## config.mk

```make
export PLATFORM = sky130hd
export DESIGN_NAME = regfile_access_ctrl
export DESIGN_NICKNAME = d
export VERILOG_FILES = /design/src/rtl/regfile_access_ctrl.sv
export SDC_FILE = /design/constraint.sdc
export NUM_CORES = 1
export LEC_CHECK = 0
export CAP_MARGIN = 10
export CORE_MARGIN = 2
export CORE_UTILIZATION = 40
export DETAILED_ROUTE_END_ITERATION = 6
export HOLD_SLACK_MARGIN = 0.1
export PLACE_DENSITY = 0.77
export SETUP_SLACK_MARGIN = 0.1
export SYNTH_ARGS = -nofsm -noshare
export SYNTH_HDL_FRONTEND = slang
export SYNTH_SLANG_ARGS = --single-unit
```

## constraint.sdc

```tcl
create_clock -name clk -period 2 [get_ports clk]
set_clock_uncertainty 0.15 [all_clocks]
set_input_delay 0.2 -clock clk [delete_from_list [all_inputs] [get_ports clk]]
set_output_delay 0.2 -clock clk [all_outputs]
set_load 0.01 [all_outputs]
```

## src/rtl/regfile_access_ctrl.sv

```systemverilog
// Request sequencer/arbiter for the 16x32 register file: read A, read B, ALU wait, one-hot writeback.
// Optional RR_ARB_EN selects round-robin arbitration; default is fixed priority to requester 0.
module regfile_access_ctrl #(
    parameter int unsigned NREG     = 16,
    parameter int unsigned AW       = 4,
    parameter int unsigned DW       = 32,
    parameter int unsigned WAIT_MAX = 255
) (
    input  logic            clk,
    input  logic            clr,
    input  logic [1:0]      req_valid,
    output logic [1:0]      req_ready,
    input  logic [2*AW-1:0] req_ra,
    input  logic [2*AW-1:0] req_rb,
    input  logic [2*AW-1:0] req_rc,
    input  logic [1:0]      req_we,
    input  logic [1:0]      req_ba,
    output logic [AW-1:0]   rsel,
    output logic            BAout,
    input  logic [DW-1:0]   rdata,
    output logic [DW-1:0]   opa,
    output logic [DW-1:0]   opb,
    output logic            op_valid,
    input  logic            res_valid,
    input  logic [DW-1:0]   res_data,
    output logic [NREG-1:0] write,
    output logic [DW-1:0]   D,
    output logic            done,
    output logic            done_id,
    output logic            timeout,
    output logic            busy
);

    typedef enum logic [2:0] {IDLE, RD_A, RD_B, EXEC, WB, DONE} state_t;

    state_t          state;
    logic [AW-1:0]   rb_q;
    logic [AW-1:0]   rc_q;
    logic            we_q;
    logic            id_q;
    logic [7:0]      cnt;
    logic [1:0]      grant;
    logic            win;
    logic [NREG-1:0] rc_onehot;

`ifdef RR_ARB_EN
    logic last_id;

    always_comb begin
        grant = 2'b00;
        if (req_valid == 2'b11)
            grant = last_id ? 2'b01 : 2'b10;
        else if (req_valid[0])
            grant = 2'b01;
        else if (req_valid[1])
            grant = 2'b10;
    end
`else
    always_comb begin
        grant = 2'b00;
        if (req_valid[0])
            grant = 2'b01;
        else if (req_valid[1])
            grant = 2'b10;
    end
`endif

    assign req_ready = (clr && state == IDLE) ? grant : 2'b00;
    assign win       = grant[1];
    assign busy      = (state != IDLE);

    always_comb begin
        rc_onehot       = '0;
        rc_onehot[rc_q] = 1'b1;
    end

    always_ff @(posedge clk or negedge clr) begin
        if (!clr) begin
            state    <= IDLE;
            rb_q     <= '0;
            rc_q     <= '0;
            we_q     <= 1'b0;
            id_q     <= 1'b0;
            cnt      <= '0;
            rsel     <= '0;
            BAout    <= 1'b0;
            opa      <= '0;
            opb      <= '0;
            op_valid <= 1'b0;
            write    <= '0;
            D        <= '0;
            done     <= 1'b0;
            done_id  <= 1'b0;
            timeout  <= 1'b0;
`ifdef RR_ARB_EN
            last_id  <= 1'b1;
`endif
        end else begin
            op_valid <= 1'b0;
            done     <= 1'b0;
            timeout  <= 1'b0;
            case (state)
                IDLE: if (|req_ready) begin
                    // rsel/BAout are registered, so the A-side select is loaded straight from the winner
                    rsel  <= req_ra[int'(win)*AW +: AW];
                    BAout <= req_ba[win];
                    rb_q  <= req_rb[int'(win)*AW +: AW];
                    rc_q  <= req_rc[int'(win)*AW +: AW];
                    we_q  <= req_we[win];
                    id_q  <= win;
`ifdef RR_ARB_EN
                    last_id <= win;
`endif
                    state <= RD_A;
                end
                RD_A: begin
                    opa   <= rdata;
                    rsel  <= rb_q;
                    BAout <= 1'b0;
                    state <= RD_B;
                end
                RD_B: begin
                    opb      <= rdata;
                    op_valid <= 1'b1;
                    rsel     <= '0;
                    cnt      <= '0;
                    state    <= EXEC;
                end
                EXEC: begin
                    if (res_valid) begin
                        D <= res_data;
                        if (we_q) begin
                            write <= rc_onehot;
                            state <= WB;
                        end else begin
                            done    <= 1'b1;
                            done_id <= id_q;
                            state   <= DONE;
                        end
                    end else if (cnt == 8'(WAIT_MAX - 1)) begin
                        done    <= 1'b1;
                        done_id <= id_q;
                        timeout <= 1'b1;
                        state   <= DONE;
                    end else begin
                        cnt <= cnt + 8'd1;
                    end
                end
                WB: begin
                    write   <= '0;
                    done    <= 1'b1;
                    done_id <= id_q;
                    state   <= DONE;
                end
                DONE:    state <= IDLE;
                default: state <= IDLE;
            endcase
        end
    end

endmodule

```

==> out/metrics.cfg <==
[outcome]
run_status=finished, final reports clean

[die]
start_util=0.4074
boundaryPins=221
placement_rows=44
die-height_um=125.2
die_x_um=125.2
core-area_um2=14420
fp.dieArea_um2=15680

[synth]
synthMuxAreaShare=0.1655
register_bit_count_reported_by_yosys=142
synth_sequential_area_ratio=0.6048
area_share_of_and_or_nand_nor_cells_after_synthesis=0.1363
synth_compound_area_frac=0.05537
mappedNetlistNets=588
syn_avg_cell_area_um2=12.02
synth.most_common_cell=dfrtp_1
post_synth_edffs=0
async_flop_share=1.000
synthesis.yosys.warnings=0
synth_cell_types=52
synthTopCellsByArea=dfrtp_1, nand2_1, mux2_1, mux2_2, mux2i_1
post-synth-top-area-cell=dfrtp_1
post_synth_instance_area_um2=5876
synth_top_area_share=0.6048
synthesis.instances=489
combinational_family_with_the_most_area_after_synthesis=multiplexers
synth_xor_area_frac=0.002981
yosys.area_share.adder=0.004259
ys.flop_type=dfrtp_1
synth_common_cells=dfrtp_1, nand2_1, mux2_1

[setup_path]
setup.worst_path.start_class=flip-flop
required_ps=1650
crit_path_cell_trace=nor4b_4 -> buf_4 -> inv_1 -> nor2_1 -> buf_4
cells_on_worst_reg2reg_path=8
cpMaxStageDelayCell=dfrtp_1
worst_setup_path_startpoint=state[2]
cpLargestDelayFamily=flip-flops
worst_setup_ep=req_ready[1]
criticalPathCategory=reg2out
timing.reg2reg.setup_slack_ps=120
worstSetupPathDepth=5
critPathBufInv=3
setup.worst_path.end_class=output pin
crit-reg2reg-capture=state[0]
crit_arrival_ps=1580
critPathMostFrequentCell=buf_4
rr_startpoint=state[2]
timing.critical_path.fanout_max=2
critPathMaxStageDelay_ps=420

[pwr]
worst_ir_drop_vdd_mv=0.8892
power.sequential.fraction=0.343
powerDensity_nw_per_um2=1592
p_sw_mw=4.708
switching_share=0.3258
leakage_power_nw=4.036
share_clk_of_total_power=0.217
total_power_mw=14.45
combPwrFrac=0.441
intPower_mw=9.745

[cells_and_area]
design.final.nets=831
finalNonFillerCells=928
layout.core_utilization=0.6293
drive_above_1_share=0.1371
layout-area-overhead-vs-synth_pct=54.47
sequential_cell_area_um2=3555
n_antenna_cell=0
fillCellCount=1151
layout.cell_area.non_filler_um2=9076
multi_input_gate_area_in_the_final_layout_um2=2175

[clock_tree]
maximum_buffer_depth_of_the_clock_tree=2
cts.htree.levels=4
clk_pin_slew_worst_paths_ps=60
numCtsBuffers=17
clkLatencyLatePin_ps=410
cts_root_buf=clkbuf_16
cts.sinks=142
cts_tree=yes

[sta]
slew-limit-headroom=0.5495
fin_hold_viols=0
finalCritPeriodShare=0.9652
post-route-worst-setup-slack_ps=69.57
rsz0062_at_grt=true
number_of_setup_violations_in_the_final_report=0
shortest_clock_period_the_worst_path_allows_after_layout_ps=1930
timing.fmax_mhz=518.0
worst_slew_pin_slew_ps=673.6
slew_violations=0
setup_tns_ps=0
finalHoldWorstSlack_ps=163.4

[placement]
gpl.final_weighted_congestion=0.8508
placed_cells=887
portBuffers=220
pre_cts_ws_ps=-45.84
placedInstanceArea_um2=8383
dp_hpwl_um=11440

[min_path]
min-delay-path-class=in2reg
hold_crit_start=res_data[29]
timing.hold.worst_path_depth=3

[global_route]
antenna_found_initial=0
globalRoute.totalOverflow=0
first_pass_grt_wire_length_um=25980
vias_in_the_first_global_route=5004
grt.total_usage=0.2089
grt_max_degree=129

[job]
max_cap_viol_count=0

[route]
drcViolationCount=0
via_count=4656
drt.antenna.violating_nets=0
avgRoutedWirePerCell_um=17.38
viasPerCell=5.017
drt-total-wl_um=16130
drt-pass1-iter-count=4
initialDrtViolationCount=232

-- what timing repair did --
action / 4_1_cts / 5_1_grt
endpoints found under the hold margin: 142 / 0
resized for setup: 16 / 6
endpoints found under the setup margin: 4 / 19
buffers inserted: 5 / 1
cloned: 0 / 2
hold buffers: 2 / 0
pin swaps: 2 / 2
-- routing by layer --
metal  up-vias  GRT usage  part of all wire
li1       2153          -                 -
met1      2253     0.2395              0.39
met2       213     0.3334              0.47
met3        37    0.09756              0.11
met4         0    0.09739             0.033
met5         -          0                 0
-- cell usage in the layout (no fill, tap or decap), types with 4 or more instances in the layout --
cell type | netlist | layout
buf_4 | 5 | 20
o21ai_1 | 7 | 7
buf_12 | 0 | 4
nor2_1 | 8 | 8
clkdlybuf4s50_1 | 0 | 216
mux2i_1 | 18 | 18
clkbuf_1 | 6 | 4
buf_6 | 3 | 6
o21ai_0 | 19 | 19
mux2_1 | 43 | 43
dfrtp_1 | 142 | 141
a32o_1 | 4 | 4
inv_1 | 7 | 7
clkbuf_16 | 0 | 18
mux2_2 | 26 | 26
nor3_1 | 4 | 4
nand2_1 | 134 | 134
-- worst min-delay path: stages --
cell	delay [ps]
clkdlybuf4s50_1	400
nand2_1	60
nand2_1	40
-- sequential cells by signal (all words and copies together) (netlist names) --
| register | flops |
|---|---|
| id_q | 1 |
| op_valid | 1 |
| BAout | 1 |
| opa | 32 |
| opb | 32 |
| rb_q | 4 |
| done | 1 |
| cnt | 8 |
| rsel | 4 |
| state | 3 |
| write | 16 |
| we_q | 1 |
| rc_q | 4 |
| D | 32 |
| timeout | 1 |
| done_id | 1 |
-- cell type report --
cell class	count	area share
Timing Repair Buffer	250	0.2765
Inverter	7	0.002895
Clock inverter	10	0.01544
Sequential cell	142	0.3916
Multi-Input combinational cell	314	0.2396
Tap cell	184	0.02537
Clock buffer	21	0.04852
-- logic make-up (layout without fill, tap and decap cells) --
logic type	Yosys count	count (layout)
compound gates	48	49
xor+xnor	2	2
fa+ha+maj	2	2
buf+inv	34	288
flops	142	142
mux	88	88
simple gates	173	173
-- power groups by stage --
stage	registers (mW)	clock network (mW)	logic (mW)
final	4.95	3.13	6.37
after global routing	5.12	3.30	6.89
after CTS	4.95	3.20	6.34
after detailed placement	4.97	0	6.24
after global placement	4.89	0	6.10
after floorplan	5.38	0	2.44
-- worst min-delay path by stage --
stage	endpoint	slack [ps]
after CTS	D[20]	150
after detailed placement	we_q	40
after floorplan	BAout	-250
after global routing	D[20]	170
after global placement	we_q	30
final	D[29]	160
No activity file was read; power rests on OpenSTA's default activity.
==> variant 1, RTL diff (same settings) <==
Add a define of `RR_ARB_EN`.
--- a/src/rtl/regfile_access_ctrl.sv
+++ b/src/rtl/regfile_access_ctrl.sv
@@ -2,2 +2,4 @@
 // Optional RR_ARB_EN selects round-robin arbitration; default is fixed priority to requester 0.
+`define RR_ARB_EN
+
 module regfile_access_ctrl #(
Check against the original RTL: not equivalent (Yosys sat finds a counterexample within 4 cycles, from zero or initial values).
==> variant 1 against the unedited design <==
- sequential cell count grew 1
- critical endpoint is now req_ready[0]
- total power grew 1.7%
- setup slack improved by 8.9 ps
- cell area is essentially flat
- sequential share of layout area rose by 0.27 points
- synthesized area grew 0.55%
- routed wire length fell by 0.23%
==> variant 1: results (changes against the unedited design) <==
CTS
  • Post-CTS Resized: 15 (-1)
  • Cts hold-fix bufs: 1 (-1)
  • Postcts setup bufs: 2 (-3)

Min path
  • Hold path startpoint: res_data[24]
  • Hold Path Sink: D[24]

Placed design
  • Placed cells: 941 (+6.1%)
  • Final HPWL DP: 10,900 um (-4.4%)
  • Pre-CTS setup slack: 9.58 ps (+55.4 ps)

Critical path
  • Capture point of the worst reg-to-reg path: opa[19]
  • Critical Path Slowest Stage Cell: dfrtp_2
  • Critical path's top delay family: simple AND/OR/NAND/NOR gates
  • R2R depth: 6 (-2)
  • CP endpoint: req_ready[0]

Pwr
  • VDD IR-drop max: 0.694 mV (-22%)
  • Leakage power: 0.00413 uW (+2.3%)
  • Clock power share: 23.4% (+1.7 points)
  • Power density over the cells: 1620 nW/um2 (+1.6%)
  • NetSw: 4820 uW (+2.4%)
  • Combinational share of power: 42.7% (-1.4 points)

Layout
  • Share of layout cells above drive strength 1: 14.1% (+0.36 points)
  • Final net count: 885 (+6.5%)

Outcome
  • Status: finished clean

Logic synthesis
  • Synth area leaders: dfrtp_1, nand2_1, mux2_2
  • Synthesized-area fraction occupied by adder cells: 0.424% (-0.0023 points)
  • Mux cell area share after synthesis: 9.17% (-7.4 points)
  • Syn_nets: 649 (+10%)
  • Synthesized instance count: 550 (+12%)
  • Post-synthesis compound-gate area fraction: 6.90% (+1.4 points)
  • Post-synth top cells: nand2_1, dfrtp_1, mux2_2
  • Register area share after synthesis: 60.6% (+0.11 points)
  • XOR/XNOR Fraction of Synth Area: 0.296% (-0.0016 points)
  • Post-synth cell types: 55 (+5.8%)

STA
  • Hold Slack: 164 ps (+0.118 ps)
  • Fmax: 520 MHz (+0.46%)

GRT
  • All-Layer GR Usage: 20.1% (-0.78 points)
  • Largest net degree at the start of global routing: 144 (+12%)
  • M3 GR Usage: 6.03% (-3.7 points)
  • Met1 Resource Use GR: 25.2% (+1.3 points)
  • Global-route wire length before repair: 25,100 um (-3.3%)
  • GR Util met2: 32.8% (-0.53 points)
  • Vias in the first global route: 4,887 (-2.3%)

Route
  • DR pass1 iterations: 6 (+2)
  • DRT met1 WL: 6870 um (+10%)
  • Vias per Instance: 4.99 (-0.55%)
  • Met2 Wirelength: 7560 um (-0.89%)
  • Drt total wl: 16,100 um (-0.23%)
  • Met3 wire length: 1290 um (-25%)
  • WL/cell: 16.4 um (-5.5%)
[variant 1: cell types whose count changed in the layout (fill, tap and decap cells not counted), moves of 3 or more]
cell / delta
o21ai_0: -6
mux2_1: -42
clkbuf_1: -4
o211ai_1: +5
nor2_1: +8
inv_1: -3
a21oi_1: +9
o21ai_1: -7
mux2_2: +6
nand2_1: +86
buf_4: -6
[variant 1: stage by stage]
step | utilization, % | area (um2)
after floorplan | - | 5910
after global placement | 57.3 | 8300
after detailed placement | 57.3 | 8300
after CTS | 61.9 | 8970
after global routing | 62.7 | 9080
final | 62.7 | 9080
[variant 1: layout make-up]
| cell class | instances | area [um2] |
|---|---|---|
| timing repair buffer | 245 | 2470 |
| clock buffer | 19 | 453 |
| multi-input combinational | 374 | 2130 |
| inverter | 5 | 31.3 |
| tap | 184 | 230 |
| clock inverter | 10 | 188 |
| sequential | 143 | 3580 |
| fill | 1160 | 5400 |
==> variant 2, RTL diff (config.mk and constraints unchanged) <==
Without the edit above. Register the output `timeout` once more, cleared by the reset; this adds one clock of latency there. The other outputs are not delayed to match.
--- a/src/rtl/regfile_access_ctrl.sv
+++ b/src/rtl/regfile_access_ctrl.sv
@@ -34,2 +34,4 @@
     typedef enum logic [2:0] {IDLE, RD_A, RD_B, EXEC, WB, DONE} state_t;
+
+    logic timeout_s0;
 
@@ -93,3 +95,3 @@
             done_id  <= 1'b0;
-            timeout  <= 1'b0;
+            timeout_s0 <= 1'b0;
 `ifdef RR_ARB_EN
@@ -100,3 +102,3 @@
             done     <= 1'b0;
-            timeout  <= 1'b0;
+            timeout_s0 <= 1'b0;
             case (state)
@@ -142,3 +144,3 @@
                         done_id <= id_q;
-                        timeout <= 1'b1;
+                        timeout_s0 <= 1'b1;
                         state   <= DONE;
@@ -160,2 +162,10 @@
 
+    always_ff @(posedge clk or negedge clr) begin
+        if (!clr) begin
+            timeout <= '0;
+        end else begin
+            timeout <= timeout_s0;
+        end
+    end
+
 endmodule
Formal check against the unedited RTL: same outputs for any inputs over 10 cycles, from zero or initial values; that may be too few to reach the edited logic, so the function may still have changed.
==> variant 2 against the unedited design <==
- critical path depth is 1 lower
- cell area about the same
- via count is 0.71% lower
- sequential cell count up 1
- synthesized area is 0.98% lower
- setup slack gained 30 ps
- total power is 0.86% lower
- maximum frequency up 1.6%
- combinational power decreased by 2%
- routed wire length down 4.1%
- cell count is 0.65% higher
- synthesized cell count up 1.6%
- hold slack improved by 23 ps
- critical path type unchanged
==> variant 2: results (changes against the unedited design) <==
Layout
  • Final net count: 838 (+0.84%)
  • Share of layout cells above drive strength 1: 19.1% (+5.4 points)

Min path
  • Hold path startpoint: rdata[18]
  • Hold Path Sink: opb[18]

GRT
  • M3 GR Usage: 7.73% (-2.0 points)
  • All-Layer GR Usage: 19.9% (-0.95 points)
  • Global-route wire length before repair: 24,600 um (-5.4%)
  • Vias in the first global route: 4,800 (-4.1%)
  • Largest net degree at the start of global routing: 144 (+12%)
  • Met1 Resource Use GR: 22.8% (-1.1 points)

Critical path
  • Critical path's top delay family: simple AND/OR/NAND/NOR gates
  • CP arrival: 1550 ps (-30 ps)
  • Capture point of the worst reg-to-reg path: write[4]
  • R2r startpoint: state[1]
  • R2R depth: 5 (-3)

Placed design
  • RePlAce Congestion: 0.813 (-4.4%)
  • Placed Area: 8340 um2 (-0.52%)

Route
  • Via count: 4,623 (-0.71%)
  • Drt total wl: 15,500 um (-4.1%)
  • DRT met1 WL: 6030 um (-3.4%)
  • Met2 Wirelength: 7670 um (+0.54%)
  • Met3 wire length: 1210 um (-30%)

STA
  • Hold Slack: 187 ps (+23.2 ps)
  • Relative max-transition margin: 48.9% (-6.0 points)

Pwr
  • VDD IR-drop max: 0.999 mV (+12%)
  • Leakage power: 0.00407 uW (+0.89%)

Logic synthesis
  • Syn_nets: 596 (+1.4%)
  • Post-synth cell types: 40 (-23%)
  • Synth area leaders: dfrtp_1, mux2_2, nand2_1
  • Post-synth top cells: dfrtp_1, nand2_1, mux2_2

Outcome
  • Status: finished clean

CTS
  • Clk_lat worst skew: 410 ps (about the same)
==> variant 2: cell families after synthesis <==
group / share of synthesized area (%)
compound gates: 5.48
flops: 61.5
simple gates: 14.2
fa+ha+maj: 0.430
mux: 15.5
xor+xnor: 0.151
buf+inv: 2.69
==> variant 2: power by group through the flow <==
| stage | Combinational (uW) | Sequential [uW] | Clock, uW |
|---|---|---|---|
| after detailed placement | 6070 | 4940 | 0 |
| after CTS | 6130 | 4930 | 3250 |
| after floorplan | 2260 | 5370 | 0 |
| after global routing | 6690 | 5080 | 3370 |
| after global placement | 5930 | 4850 | 0 |
| final | 6220 | 4910 | 3200 |
==> variant 2: worst max path at each step <==
stage / cells past startpoint / start / end
after floorplan: 5 / state[1] / opa[26]
after global placement: 6 / res_valid / cnt[3]
after detailed placement: 5 / res_valid / state[1]
after CTS: 5 / state[1] / write[4]
after global routing: 4 / state[1] / req_ready[0]
final: 4 / state[1] / req_ready[0]
==> variant 2: cell type report <==
class | instances | area [um2]
fillers | 1099 | 5290
flip-flops and latches | 143 | 3580
repair buffers | 250 | 2520
multi-input cells | 322 | 2140
clock buffers | 20 | 457
well taps | 184 | 230
clock inverters | 10 | 139
inverters | 5 | 18.8
==> variant 2: worst register-to-register path: stages (launching register included) <==
cell	delay [ps]
dfrtp_1	400
buf_6	180
nand3b_4	100
or2_4	280
or4_1	510
a21oi_2	160
==> variant 2: what timing repair did <==
action                     4_1_cts  5_1_grt
resized for setup               12       15
hold endpoints to repair       143        0
hold buffers                     1        0
pin swaps                        2        6
cloned                           0        1
setup endpoints to repair        4       35
setup buffers                    3        4
==> variant 2: per-stage QoR <==
step	setup WS, ps	setup TNS, ps	instances
final	99.6	0	934
after global routing	28.5	0	934
after detailed placement	-71.3	-272	895
after global placement	-6.82	-13.1	895
after floorplan	139	0	497
after CTS	77.1	0	929
